**config.mk**
```make
export PLATFORM = sky130hd
export DESIGN_NAME = pipe_stage_reg
export DESIGN_NICKNAME = d
export VERILOG_FILES = /design/src/rtl/pipe_pkg.sv /design/src/rtl/pipe_slot.sv /design/src/rtl/pipe_stage_reg.sv
export SDC_FILE = /design/constraint.sdc
export NUM_CORES = 1
export LEC_CHECK = 0
export BUFFER_PORTS_ARGS = -buffer_cell sky130_fd_sc_hd__buf_2
export CAP_MARGIN = 20
export CORE_ASPECT_RATIO = 2
export CORE_MARGIN = 2
export CORE_UTILIZATION = 35
export CTS_BUF_LIST = sky130_fd_sc_hd__clkbuf_4
export CTS_CLUSTER_SIZE = 10
export DETAILED_ROUTE_END_ITERATION = 8
export PLACE_DENSITY = 0.65
export SETUP_SLACK_MARGIN = 0.2
export SYNTH_ARGS = -nofsm -noshare
export SYNTH_HDL_FRONTEND = slang
export SYNTH_SLANG_ARGS = --single-unit
```
**constraint.sdc**
```tcl
create_clock -name clk -period 2.7 [get_ports clk]
set_input_delay 0.27 -clock clk [delete_from_list [all_inputs] [get_ports clk]]
set_output_delay 0.27 -clock clk [all_outputs]
set_load 0.01 [all_outputs]
```
**src/rtl/pipe_pkg.sv**
```systemverilog
// Shared widths and control-field layout for the MIPS32 inter-stage registers.
package pipe_pkg;

    // ID/EX: PC+4, rs data, rt data, sign-extended imm (4x32) plus rt, rd (2x5)
    localparam int IDEX_DATA_W = 138;
    localparam int IDEX_CTRL_W = 10;

    localparam int CTRL_MEMTOREG  = 0;
    localparam int CTRL_REGWRITE  = 1;
    localparam int CTRL_ALUSRC    = 2;
    localparam int CTRL_MEMWRITE  = 3;
    localparam int CTRL_ALUOP_LSB = 4;
    localparam int CTRL_ALUOP_MSB = 6;
    localparam int CTRL_MEMREAD   = 7;
    localparam int CTRL_BRANCH    = 8;
    localparam int CTRL_REGDST    = 9;

    // IF/ID carries no decoded control; one bit keeps the port width legal
    localparam int IFID_DATA_W  = 64;
    localparam int IFID_CTRL_W  = 1;
    localparam int EXMEM_DATA_W = 102;
    localparam int EXMEM_CTRL_W = 5;
    localparam int MEMWB_DATA_W = 69;
    localparam int MEMWB_CTRL_W = 2;

    typedef struct packed {
        logic       regDst;
        logic       branch;
        logic       memRead;
        logic [2:0] aluOp;
        logic       memWrite;
        logic       aluSrc;
        logic       regWrite;
        logic       memToReg;
    } idex_ctrl_t;

endpackage

```
**src/rtl/pipe_slot.sv**
```systemverilog
// One {valid, data, ctrl} storage slot; clear beats load so a squash always wins.
module pipe_slot
    import pipe_pkg::*;
#(
    parameter int DATA_W = IDEX_DATA_W,
    parameter int CTRL_W = IDEX_CTRL_W
) (
    input  logic              clk,
    input  logic              rst,
    input  logic              loadEn,
    input  logic              clearEn,
    input  logic [DATA_W-1:0] inData,
    input  logic [CTRL_W-1:0] inCtrl,
    output logic              slotValid,
    output logic [DATA_W-1:0] slotData,
    output logic [CTRL_W-1:0] slotCtrl
);

    always_ff @(posedge clk) begin
        if (rst) begin
            slotValid <= 1'b0;
            slotData  <= '0;
            slotCtrl  <= '0;
        end else if (clearEn) begin
            // data is left stale; only ctrl must be zero to stop side effects
            slotValid <= 1'b0;
            slotCtrl  <= '0;
        end else if (loadEn) begin
            slotValid <= 1'b1;
            slotData  <= inData;
            slotCtrl  <= inCtrl;
        end
    end

endmodule

```
**src/rtl/pipe_stage_reg.sv**
```systemverilog
// Pipeline-stage register with valid/ready, flush-to-bubble and saturating stall counter.
// Define PIPE_SKID_EN to add a skid slot and cut the out_ready-to-in_ready path.
module pipe_stage_reg
    import pipe_pkg::*;
#(
    parameter int DATA_W = IDEX_DATA_W,
    parameter int CTRL_W = IDEX_CTRL_W,
    parameter int CNT_W  = 16
) (
    input  logic              clk,
    input  logic              rst,
    input  logic              flush,
    input  logic              in_valid,
    output logic              in_ready,
    input  logic [DATA_W-1:0] in_data,
    input  logic [CTRL_W-1:0] in_ctrl,
    output logic              out_valid,
    input  logic              out_ready,
    output logic [DATA_W-1:0] out_data,
    output logic [CTRL_W-1:0] out_ctrl,
    output logic [CNT_W-1:0]  stall_cnt
);

    localparam logic [CNT_W-1:0] CNT_MAX = '1;

    logic              mainValid, mainLoad, mainClear;
    logic [DATA_W-1:0] mainData, mainDataIn;
    logic [CTRL_W-1:0] mainCtrl, mainCtrlIn;
    logic              inFire, outFire;
    logic [CNT_W-1:0]  stallCnt;

    assign inFire  = in_valid & in_ready;
    assign outFire = mainValid & out_ready;

`ifdef PIPE_SKID_EN
    logic              skidValid, skidLoad, skidClear;
    logic [DATA_W-1:0] skidData;
    logic [CTRL_W-1:0] skidCtrl;

    // skid full means no room, and the skid never refills in the cycle it drains
    assign in_ready   = ~skidValid;
    assign skidLoad   = inFire & mainValid & ~out_ready;
    assign skidClear  = flush | (outFire & skidValid);
    assign mainLoad   = (outFire & skidValid) | (inFire & (~mainValid | out_ready));
    assign mainClear  = flush | (outFire & ~skidValid & ~inFire);
    assign mainDataIn = skidValid ? skidData : in_data;
    assign mainCtrlIn = skidValid ? skidCtrl : in_ctrl;

    pipe_slot #(.DATA_W(DATA_W), .CTRL_W(CTRL_W)) skidSlot (
        .clk      (clk),
        .rst      (rst),
        .loadEn   (skidLoad),
        .clearEn  (skidClear),
        .inData   (in_data),
        .inCtrl   (in_ctrl),
        .slotValid(skidValid),
        .slotData (skidData),
        .slotCtrl (skidCtrl)
    );
`else
    assign in_ready   = out_ready | ~mainValid;
    assign mainLoad   = inFire;
    assign mainClear  = flush | (outFire & ~inFire);
    assign mainDataIn = in_data;
    assign mainCtrlIn = in_ctrl;
`endif

    pipe_slot #(.DATA_W(DATA_W), .CTRL_W(CTRL_W)) mainSlot (
        .clk      (clk),
        .rst      (rst),
        .loadEn   (mainLoad),
        .clearEn  (mainClear),
        .inData   (mainDataIn),
        .inCtrl   (mainCtrlIn),
        .slotValid(mainValid),
        .slotData (mainData),
        .slotCtrl (mainCtrl)
    );

    // flush deliberately leaves the counter alone
    always_ff @(posedge clk) begin
        if (rst)
            stallCnt <= '0;
        else if (mainValid && !out_ready && stallCnt != CNT_MAX)
            stallCnt <= stallCnt + 1'b1;
    end

    assign out_valid = mainValid;
    assign out_data  = mainData;
    assign out_ctrl  = mainCtrl;
    assign stall_cnt = stallCnt;

endmodule
```
After elaboration in Yosys (flattened, before gate mapping)
Index checks and enable logic that the tools add are counted.
Storage, ports and cells
  register bits: 165
  bits of input ports: 153
  output and inout bits: 166
  word-level logic and storage cells: 19
Cells by class
  add/sub/neg operators: 1
  eq/ne operators: 1
  bitwise logic cells: 8
  reduce and logical (&&, ||, !) cells: 5
Operators with widths (number)
  16-bit by 1-bit adder with 16-bit output, second input constant: 1
  16-bit inequality test, second input constant: 1
  1-bit bitwise AND: 3
  1-bit NOT: 3
  1-bit logical AND: 2
  1-bit OR: 2
  2-bit AND reduction: 1
  2-bit OR reduction: 1
  1-bit logical NOT: 1

Depth between registers and ports, before layout
Gate-level depths: netlist of run 1.
  depth in word-level cells: 8
  mapped depth: 7
  gate-level depth less buffers: 5

Cells and area by module
A second synthesis of run 1 with hierarchy kept.
Second synthesis, totals
  cell total of the unflattened synthesis: 763
  area, all modules: 7468.4 um2
Modules (own cells, without submodules)
  pipe_slot: instances 1, cells an instance 665, area an instance 6602.6 um2
  pipe_stage_reg: instances 1, cells an instance 98, area an instance 865.8 um2

Worst setup path after synthesis of run 1
OpenSTA, ideal clock, no wires.
  path type: register to register
  start: reg stallCnt[0], in the netlist stall_cnt[0]
  end: reg stallCnt[14], in the netlist stall_cnt[14]
  library setup time: 121 ps
  arrival time: 1857 ps
  data required time: 2579 ps
  slack: 723 ps
  stages on the path, launching flop included: 6
  cell sequence: dfxtp_1 > ha_1 > nand3_1 > or3_4 > nor4b_1 > mux2_2
On the way
  word-level cells in the longest chain between the ends: 2
RTL lines
  start, declared: RTL line pipe_stage_reg.sv:30  | logic [CNT_W-1:0] stallCnt;
  start signal, assigned: RTL line pipe_stage_reg.sv:85  | stallCnt <= stallCnt + 1'b1;
  parallel branches: the longest is 2 deep, another holds 16-bit by 1-bit adder with 16-bit output
Parallel ways; which one is timed is not known.
A chain may end at the register's enable or synchronous reset.

Worst setup path in the final report of run 1
  start: reg mainSlot.slotValid
  end: reg mainSlot.slotData[11]
On the way
  word-level cells in the longest chain between the ends: 8
RTL lines
  start, declared: RTL line pipe_slot.sv:14  | output logic slotValid,
  start signal, assigned: RTL line pipe_slot.sv:21  | slotValid <= 1'b0;
  start signal, assigned: RTL line pipe_slot.sv:26  | slotValid <= 1'b0;
  start signal, assigned: RTL line pipe_slot.sv:29  | slotValid <= 1'b1;
  1-bit NOT: RTL line pipe_stage_reg.sv:61  | assign in_ready = out_ready | ~mainValid;
  1-bit OR: RTL line pipe_stage_reg.sv:61
  1-bit bitwise AND: RTL line pipe_stage_reg.sv:32  | assign inFire = in_valid & in_ready;
  1-bit NOT: RTL line pipe_stage_reg.sv:63  | assign mainClear = flush | (outFire & ~inFire);
  1-bit bitwise AND: RTL line pipe_stage_reg.sv:63
  1-bit OR: RTL line pipe_stage_reg.sv:63
  1-bit NOT (no line)
  2-bit AND reduction (no line) *
  end signal, assigned: RTL line pipe_slot.sv:30  | slotData <= inData;
  end, declared: RTL line pipe_slot.sv:15  | output logic [DATA_W-1:0] slotData,
Every way passes the cells marked *; elsewhere a longest branch is shown, timed or not.

==> results.py, run 1 <==
metrics = {
    "outcome": {
        "status": "finished clean",
    },
    "clock_tree": {
        "clock_path_buffers": 2,
        "clk_latency_ns": 0.57,
        "clk_pin_slew_ns": 0.16,
        "numClockSinks": 165,
        "numCtsBuffers": 17,
        "cts-root-buf": "clkbuf_4",
        "htree_levels": 4,
        "cts_tree": "yes",
    },
    "worst_setup_path": {
        "cp.arrival_ns": 2.81,
        "worstSetupStartpointType": "flip-flop",
        "endpoint_kind": "flip-flop",
        "path_class": "flip-flop to flip-flop",
        "required_ns": 3.22,
        "path_max_fanout": 53,
    },
    "routing": {
        "drt_iter0_markers": 211,
        "first_pass_iters": 4,
        "wl_per_cell_um": 14.3,
        "wl_um": 20300,
        "vias": 6715,
        "drc_errors": 0,
        "final_antenna_net_count": 0,
        "via_per_inst": 4.74,
    },
    "power_and_ir_drop": {
        "ir_drop_mv": 0.381,
        "power_density_nw_per_um2": 525,
        "p_sw_mw": 1.35,
        "share_seq_of_total_power_pct": 51.5,
        "swShare_pct": 26.9,
        "pwr-share-clk_pct": 34.1,
        "leakage_nw": 4.37,
        "p_int_mw": 3.67,
        "combPwrFrac_pct": 14.5,
    },
    "grt": {
        "gr-usage-met3_pct": 5.83,
        "grt_util_met2_pct": 40.2,
        "use_met1_pct": 21.8,
        "grt_pass1_wl_um": 31300,
        "grt_overflow": 0,
        "grt_pass1_vias": 6565,
        "grt_busiest_layer": "met2",
        "grt_max_degree": 112,
        "antenna_found_initial": 2,
        "grt_usage_pct": 22.3,
    },
    "synthesis": {
        "synth_most_common_cell": "nand2_1",
        "synth_seq_cells": 165,
        "ys_types": 37,
        "async_reset_ff_share_pct": 0,
        "synth_nets": 903,
        "synth.area.top_cells": "dfxtp_1 (56%), nand2_1 (19%), a21oi_1 (13%)",
        "yosys_most_used_dff": "dfxtp_1",
        "synth_top_cell_area_share_pct": 55.7,
        "synth-seq-area-share_pct": 55.7,
        "post_synth.cell_area_avg_um2": 7.91,
        "synth.cell_area_um2": 5930,
        "syn_inst": 749,
        "synth_area_leader_cell": "dfxtp_1",
        "yosys-top-cells-count": "nand2_1 (304), dfxtp_1 (165), a21oi_1 (158)",
        "yosys_warnings": 0,
        "synth_edf_count": 0,
    },
    "layout": {
        "drive_gt1_share_pct": 30.5,
        "fill_cells": 1507,
        "final_util_pct": 57.3,
        "num-nets-final": 1349,
        "syn_to_final_growth_pct": 61.2,
    },
    "timing": {
        "finClkSkew_ns": 0.0243,
        "hold_violations": 0,
        "fin_crit_sh_pct": 84.8,
        "fmax_ghz": 0.437,
        "fin_tns_setup_ns": 0,
        "finalWorstSetupSlack_ns": 0.410,
        "slew_viol_final": 0,
        "maxSlewHeadroom_pct": 52.9,
        "layout_min_cycle_time_ns": 2.29,
        "setup_viol": 0,
        "rsz0062_at_grt": "false",
        "worstMarginPinSlew_ns": 0.702,
    },
    "placement": {
        "preCtsSetupSlack_ns": 0.633,
        "gp_congestion": 0.788,
        "detailed_place_hpwl_um": 12700,
        "port_buffers": 318,
    },
    "flow_run": {
        "drv_cap": 0,
    },
    "floorplan": {
        "initial_utilization_pct": 35.5,
        "io_pins": 319,
        "die_w_um": 96.0,
        "num_rows": 67,
        "die_y_um": 188,
        "die_area_um2": 18100,
        "coreArea_um2": 16700,
    },
    "hold_path": {
        "min_path_type": "input pin to flip-flop",
    },
}
flip-flops by register name, indices dropped and copies added, names as in the netlist:
register	flops
stall_cnt	16
mainSlot.slotData	138
mainSlot.slotValid	1
mainSlot.slotCtrl	10
cells by family (layout without fill, tap and decap cells):
group | after synthesis | count (layout) | share of synthesized area, %
other | 0 | 2 | 0
DFF | 165 | 165 | 55.7
AOI/OAI and AO/OA | 171 | 171 | 14.9
adders and majority gates | 1 | 1 | 0.211
muxes | 7 | 7 | 1.31
and+or+nand+nor | 354 | 354 | 24.4
buffers and inverters | 51 | 510 | 3.48
worst max-delay path: stages (launching register included):
cell	delay, ns
dfxtp_1	0.36
nor2b_2	0.38
or3_4	0.22
buf_4	0.45
nand2_1	0.12
a21oi_1	0.15
dlygate4sd3_1	0.56
through the flow:
stage | hold WS (ns) | power, mW | cells | cell area (um^2)
3_5_place_dp | 0.443 | 3.18 | 1231 | 7690
4_1_cts | 0.0359 | 5.08 | 1415 | 9550
6_report | 0.0986 | 5.02 | 1417 | 9560
2_1_floorplan | 0.406 | 2.90 | 749 | 5930
5_1_grt | 0.0801 | 5.26 | 1417 | 9560
3_3_place_gp | 0.438 | 3.17 | 1231 | 7690
power groups by stage:
stage | sequential (mW) | clock [mW] | combinational, mW
2_1_floorplan | 2.69 | 0 | 0.212
3_3_place_gp | 2.63 | 0 | 0.537
3_5_place_dp | 2.64 | 0 | 0.543
4_1_cts | 2.58 | 1.77 | 0.719
5_1_grt | 2.60 | 1.87 | 0.792
6_report | 2.58 | 1.71 | 0.725
placed cells by master, fill, tap and decap left out, drive strengths merged, types with 6 or more instances in the layout:
master,instances
dlygate4sd3,152
buf,324
nand3,8
nor2,11
a21oi,158
mux2,6
nor3,7
nor2b,7
clkbuf,17
dfxtp,165
inv,10
nand2,304
area by class of cell:
cell class | instances | area [um^2] | share of cell area [%]
Antenna cell | 2 | 5.00 | 0.0524
Clock buffer | 17 | 128 | 1.34
Clock inverter | 15 | 213 | 2.23
Inverter | 2 | 10.0 | 0.105
Multi-Input combinational cell | 533 | 2430 | 25.4
Sequential cell | 165 | 3300 | 34.6
Tap cell | 207 | 259 | 2.71
Timing Repair Buffer | 476 | 3210 | 33.6
repair_timing:
| item | 4_1_cts | 5_1_grt |
|---|---|---|
| buffers inserted | 0 | 0 |
| hold buffers | 152 | 0 |
| gates resized for setup | 0 | 0 |
| endpoints found under the hold margin | 151 | 0 |
routing by layer:
layer | wire (um) | vias up
met2 | 10900 | 252
met4 | 960 | 0
li1 | - | 3343
met3 | 1220 | 65
met5 | 0 | -
met1 | 7170 | 3055
final timing paths:
| kind | start | endpoint | slack (ns) | cells after the start |
|---|---|---|---|---|
| worst max-delay path | mainSlot.slotValid$_SDFFE_PP0N_ | mainSlot.slotData[11]$_SDFFE_PP0P_ | 0.41 | 6 |
| worst max register to register | mainSlot.slotValid$_SDFFE_PP0N_ | mainSlot.slotData[11]$_SDFFE_PP0P_ | 0.41 | 6 |
| worst min-delay path | in_valid | mainSlot.slotValid$_SDFFE_PP0N_ | 0.1 | 3 |
| worst min register to register | mainSlot.slotData[45]$_SDFFE_PP0P_ | mainSlot.slotData[45]$_SDFFE_PP0P_ | 0.46 | 2 |
(Power assumes the default switching activity.)
==> inputs of run 2 (changes only) <==
--- a/config.mk
+++ b/config.mk
@@ -5,6 +5,7 @@
 export SDC_FILE = /design/constraint.sdc
 export NUM_CORES = 1
 export LEC_CHECK = 0
+export ABC_AREA = 1
 export BUFFER_PORTS_ARGS = -buffer_cell sky130_fd_sc_hd__buf_2
 export CAP_MARGIN = 20
 export CORE_ASPECT_RATIO = 2
@@ -13,7 +14,6 @@
 export CTS_BUF_LIST = sky130_fd_sc_hd__clkbuf_4
 export CTS_CLUSTER_SIZE = 10
 export DETAILED_ROUTE_END_ITERATION = 8
-export PLACE_DENSITY = 0.65
 export SETUP_SLACK_MARGIN = 0.2
 export SYNTH_ARGS = -nofsm -noshare
 export SYNTH_HDL_FRONTEND = slang
==> constraint.sdc (replaced) <==
create_clock -name clk -period 2.15 [get_ports clk]
set_input_delay 0.215 -clock clk [delete_from_list [all_inputs] [get_ports clk]]
set_output_delay 0.215 -clock clk [all_outputs]
set_load 0.01 [all_outputs]
==> run 2 against run 1 <==
Against the previous run:
- sequential power is 26% higher
- core utilization is 2.0 points lower
- combinational power is 41% higher
- count of clock-buffer cells in the layout is 3 higher
- die area is 5.5% higher
- power is 19% higher
- first-iteration DRC count is 55% higher
- routed wire length is 4.1% higher
- synthesized cell count is 8.1% higher
- worst hold slack better by 0.0070 ns
- highest routed layer unchanged
==> results.py, run 2 <==
metrics = {
    "routing": {
        "wl_per_cell_um": 14.4,
        "drc_errors": 0,
        "wl_um": 21100,
        "first_pass_iters": 5,
        "final_antenna_net_count": 0,
        "via_per_inst": 4.93,
        "vias": 7248,
        "drt_iter0_markers": 327,
    },
    "synthesis": {
        "synth_edf_count": 0,
        "ys_types": 22,
        "synth_seq_cells": 165,
        "synth.area.top_cells": "dfxtp_1 (53%), a21oi_1 (12%), nand2_1 (12%)",
        "yosys_warnings": 0,
        "yosys_most_used_dff": "dfxtp_1",
        "async_reset_ff_share_pct": 0,
        "yosys-top-cells-count": "nand2_1 (204), dfxtp_1 (165), a21oi_1 (154)",
        "synth_area_leader_cell": "dfxtp_1",
        "synth-seq-area-share_pct": 52.7,
        "synth_most_common_cell": "nand2_1",
        "synth_nets": 964,
        "synth_top_cell_area_share_pct": 52.7,
        "post_synth.cell_area_avg_um2": 7.73,
        "synth.cell_area_um2": 6260,
        "syn_inst": 810,
    },
    "layout": {
        "design_area_um2": 9740,
        "final_common_cell": "buf_2",
        "drive_gt1_share_pct": 29.1,
        "largest_register_ffs": 138,
        "fill_cells": 1606,
        "syn_to_final_growth_pct": 55.5,
        "final_cell_mix": "buf_2 (317), nand2_1 (203), dfxtp_1 (165)",
        "largest_register": "mainSlot.slotData",
        "num-nets-final": 1397,
    },
    "floorplan": {
        "die_w_um": 98.6,
        "num_rows": 69,
        "initial_utilization_pct": 35.6,
        "die_y_um": 193,
        "die_area_um2": 19000,
        "coreArea_um2": 17600,
        "io_pins": 319,
    },
    "clock_tree": {
        "ctsResizeCount": 0,
        "numClockSinks": 165,
        "clk_latency_ns": 0.57,
        "htree_levels": 4,
        "hold_buffers": 149,
        "clock_path_buffers": 2,
        "clk_pin_slew_ns": 0.14,
        "cts_tree": "yes",
        "numCtsBuffers": 17,
        "cts-root-buf": "clkbuf_4",
        "cts_setup_buffers": 0,
    },
    "timing": {
        "maxSlewHeadroom_pct": 45.9,
        "fin_tns_setup_ns": 0,
        "fin_crit_sh_pct": 78.9,
        "layout_min_cycle_time_ns": 1.70,
        "finClkSkew_ns": 0.0206,
        "worstMarginPinSlew_ns": 0.812,
        "rsz0062_at_grt": "false",
        "whs_ns": 0.106,
        "setup_viol": 0,
        "hold_violations": 0,
        "fmax_ghz": 0.589,
        "slew_viol_final": 0,
    },
    "worst_setup_path": {
        "cp.arrival_ns": 2.16,
        "path_class": "flip-flop to flip-flop",
        "critPathSlowestCell": "dfxtp_1",
        "crit_end": "mainSlot.slotData[128]$_SDFFE_PP0P_",
        "endpoint_kind": "flip-flop",
        "path_max_fanout": 66,
        "slowest_delay_ns": 0.39,
        "worstSetupStartpointType": "flip-flop",
        "crit_chain": "nand2_4 > inv_4 > nor2_8 > buf_12 > nand3_1 > a21oi_1",
        "r2r_slack_ns": 0.45,
        "r2r-start": "mainSlot.slotValid$_SDFFE_PP0N_",
        "required_ns": 2.62,
        "reg2reg_to": "mainSlot.slotData[128]$_SDFFE_PP0P_",
        "rr_worst_depth": 6,
        "startpoint": "mainSlot.slotValid$_SDFFE_PP0N_",
    },
    "grt": {
        "antenna_found_initial": 1,
        "grt_overflow": 0,
        "grt_pass1_vias": 6838,
        "grt_pass1_wl_um": 33500,
        "grt_usage_pct": 21.5,
        "grt_max_degree": 139,
    },
    "outcome": {
        "status": "finished clean",
    },
    "placement": {
        "gp_congestion": 0.880,
        "place_area_um2": 7990,
        "port_buffers": 318,
        "detailed_place_hpwl_um": 13100,
    },
    "power_and_ir_drop": {
        "leakage_nw": 4.38,
        "ir_drop_mv": 0.388,
        "power_density_nw_per_um2": 615,
    },
    "hold_path": {
        "min_path_type": "input pin to flip-flop",
    },
    "flow_run": {
        "drv_cap": 0,
    },
}
## run 2: changes by cell type in the layout (fill, tap and decap cells not counted), sizes merged, moves of 5 or more
| cell | previous run | this run |
|---|---|---|
| nand3 | 8 | 149 |
| nand2 | 304 | 205 |
| nor2 | 11 | 50 |
| nor2b | 7 | 0 |
| mux2 | 6 | 0 |
| nor3 | 7 | 2 |
## run 2: final cells by class
| cell class | instances | area, um^2 | share of cell area, % |
|---|---|---|---|
| timing repair buffer | 477 | 3260 | 33.5 |
| antenna | 1 | 2.50 | 0.0257 |
| tap | 213 | 267 | 2.74 |
| clock inverter | 12 | 108 | 1.10 |
| inverter | 13 | 51.3 | 0.527 |
| multi-input combinational | 569 | 2600 | 26.7 |
| clock buffer | 20 | 150 | 1.54 |
| sequential | 165 | 3300 | 33.9 |
## run 2: critical path, delay by kind of cell (launching register included)
family	cells	cell delay [ns]
simple gates	3	0.59
buf+inv	2	0.41
flops	1	0.39
compound gates	1	0.19
## run 2: cells by family after synthesis
| family | after synthesis | share of synthesized area, % |
|---|---|---|
| buffers and inverters | 76 | 6.01 |
| AOI/OAI and AO/OA | 158 | 12.8 |
| and+or+nand+nor | 410 | 28.3 |
| DFF | 165 | 52.7 |
| adders and majority gates | 1 | 0.200 |
## run 2: power by group
group	switching (mW)	internal, mW
Combinational	0.515	0.506
Sequential	0.0688	3.19
Clock	1.10	0.609
Total	1.69	4.30
## run 2: layer usage
layer  vias to the layer above  track usage [%]  routed length [um]  share of wire (%)
li1                       3571                -                   -                  -
met1                      3295             27.1                8630                 41
met2                       357             34.7               10100                 48
met3                        25             6.42                1930                9.1
met4                         0             7.80                 432                2.0
met5                         -                0                   0                  0
## run 2: how the worst min path moves through the flow
stage	startpoint	end	slack, ns	cells past startpoint
floorplan	in_ctrl[3]	mainSlot.slotCtrl[3]$_SDFFE_PP0N_	0.36	2
global placement	mainSlot.slotData[84]$_SDFFE_PP0P_	mainSlot.slotData[84]$_SDFFE_PP0P_	0.44	2
detailed placement	mainSlot.slotData[8]$_SDFFE_PP0P_	mainSlot.slotData[8]$_SDFFE_PP0P_	0.45	2
CTS	rst	stall_cnt[5]$_SDFFE_PP0P_	0.05	5
global route	rst	stall_cnt[4]$_SDFFE_PP0P_	0.07	5
finish	rst	stall_cnt[4]$_SDFFE_PP0P_	0.11	5
## run 2: through the flow
stage	util, %	worst slack [ns]	total power [mW]	cells
floorplan	-	0.688	3.74	810
global placement	45.4	0.522	4.11	1288
detailed placement	45.4	0.495	4.12	1288
CTS	55.3	0.481	6.06	1469
global route	55.3	0.360	6.29	1470
finish	55.3	0.453	5.99	1470
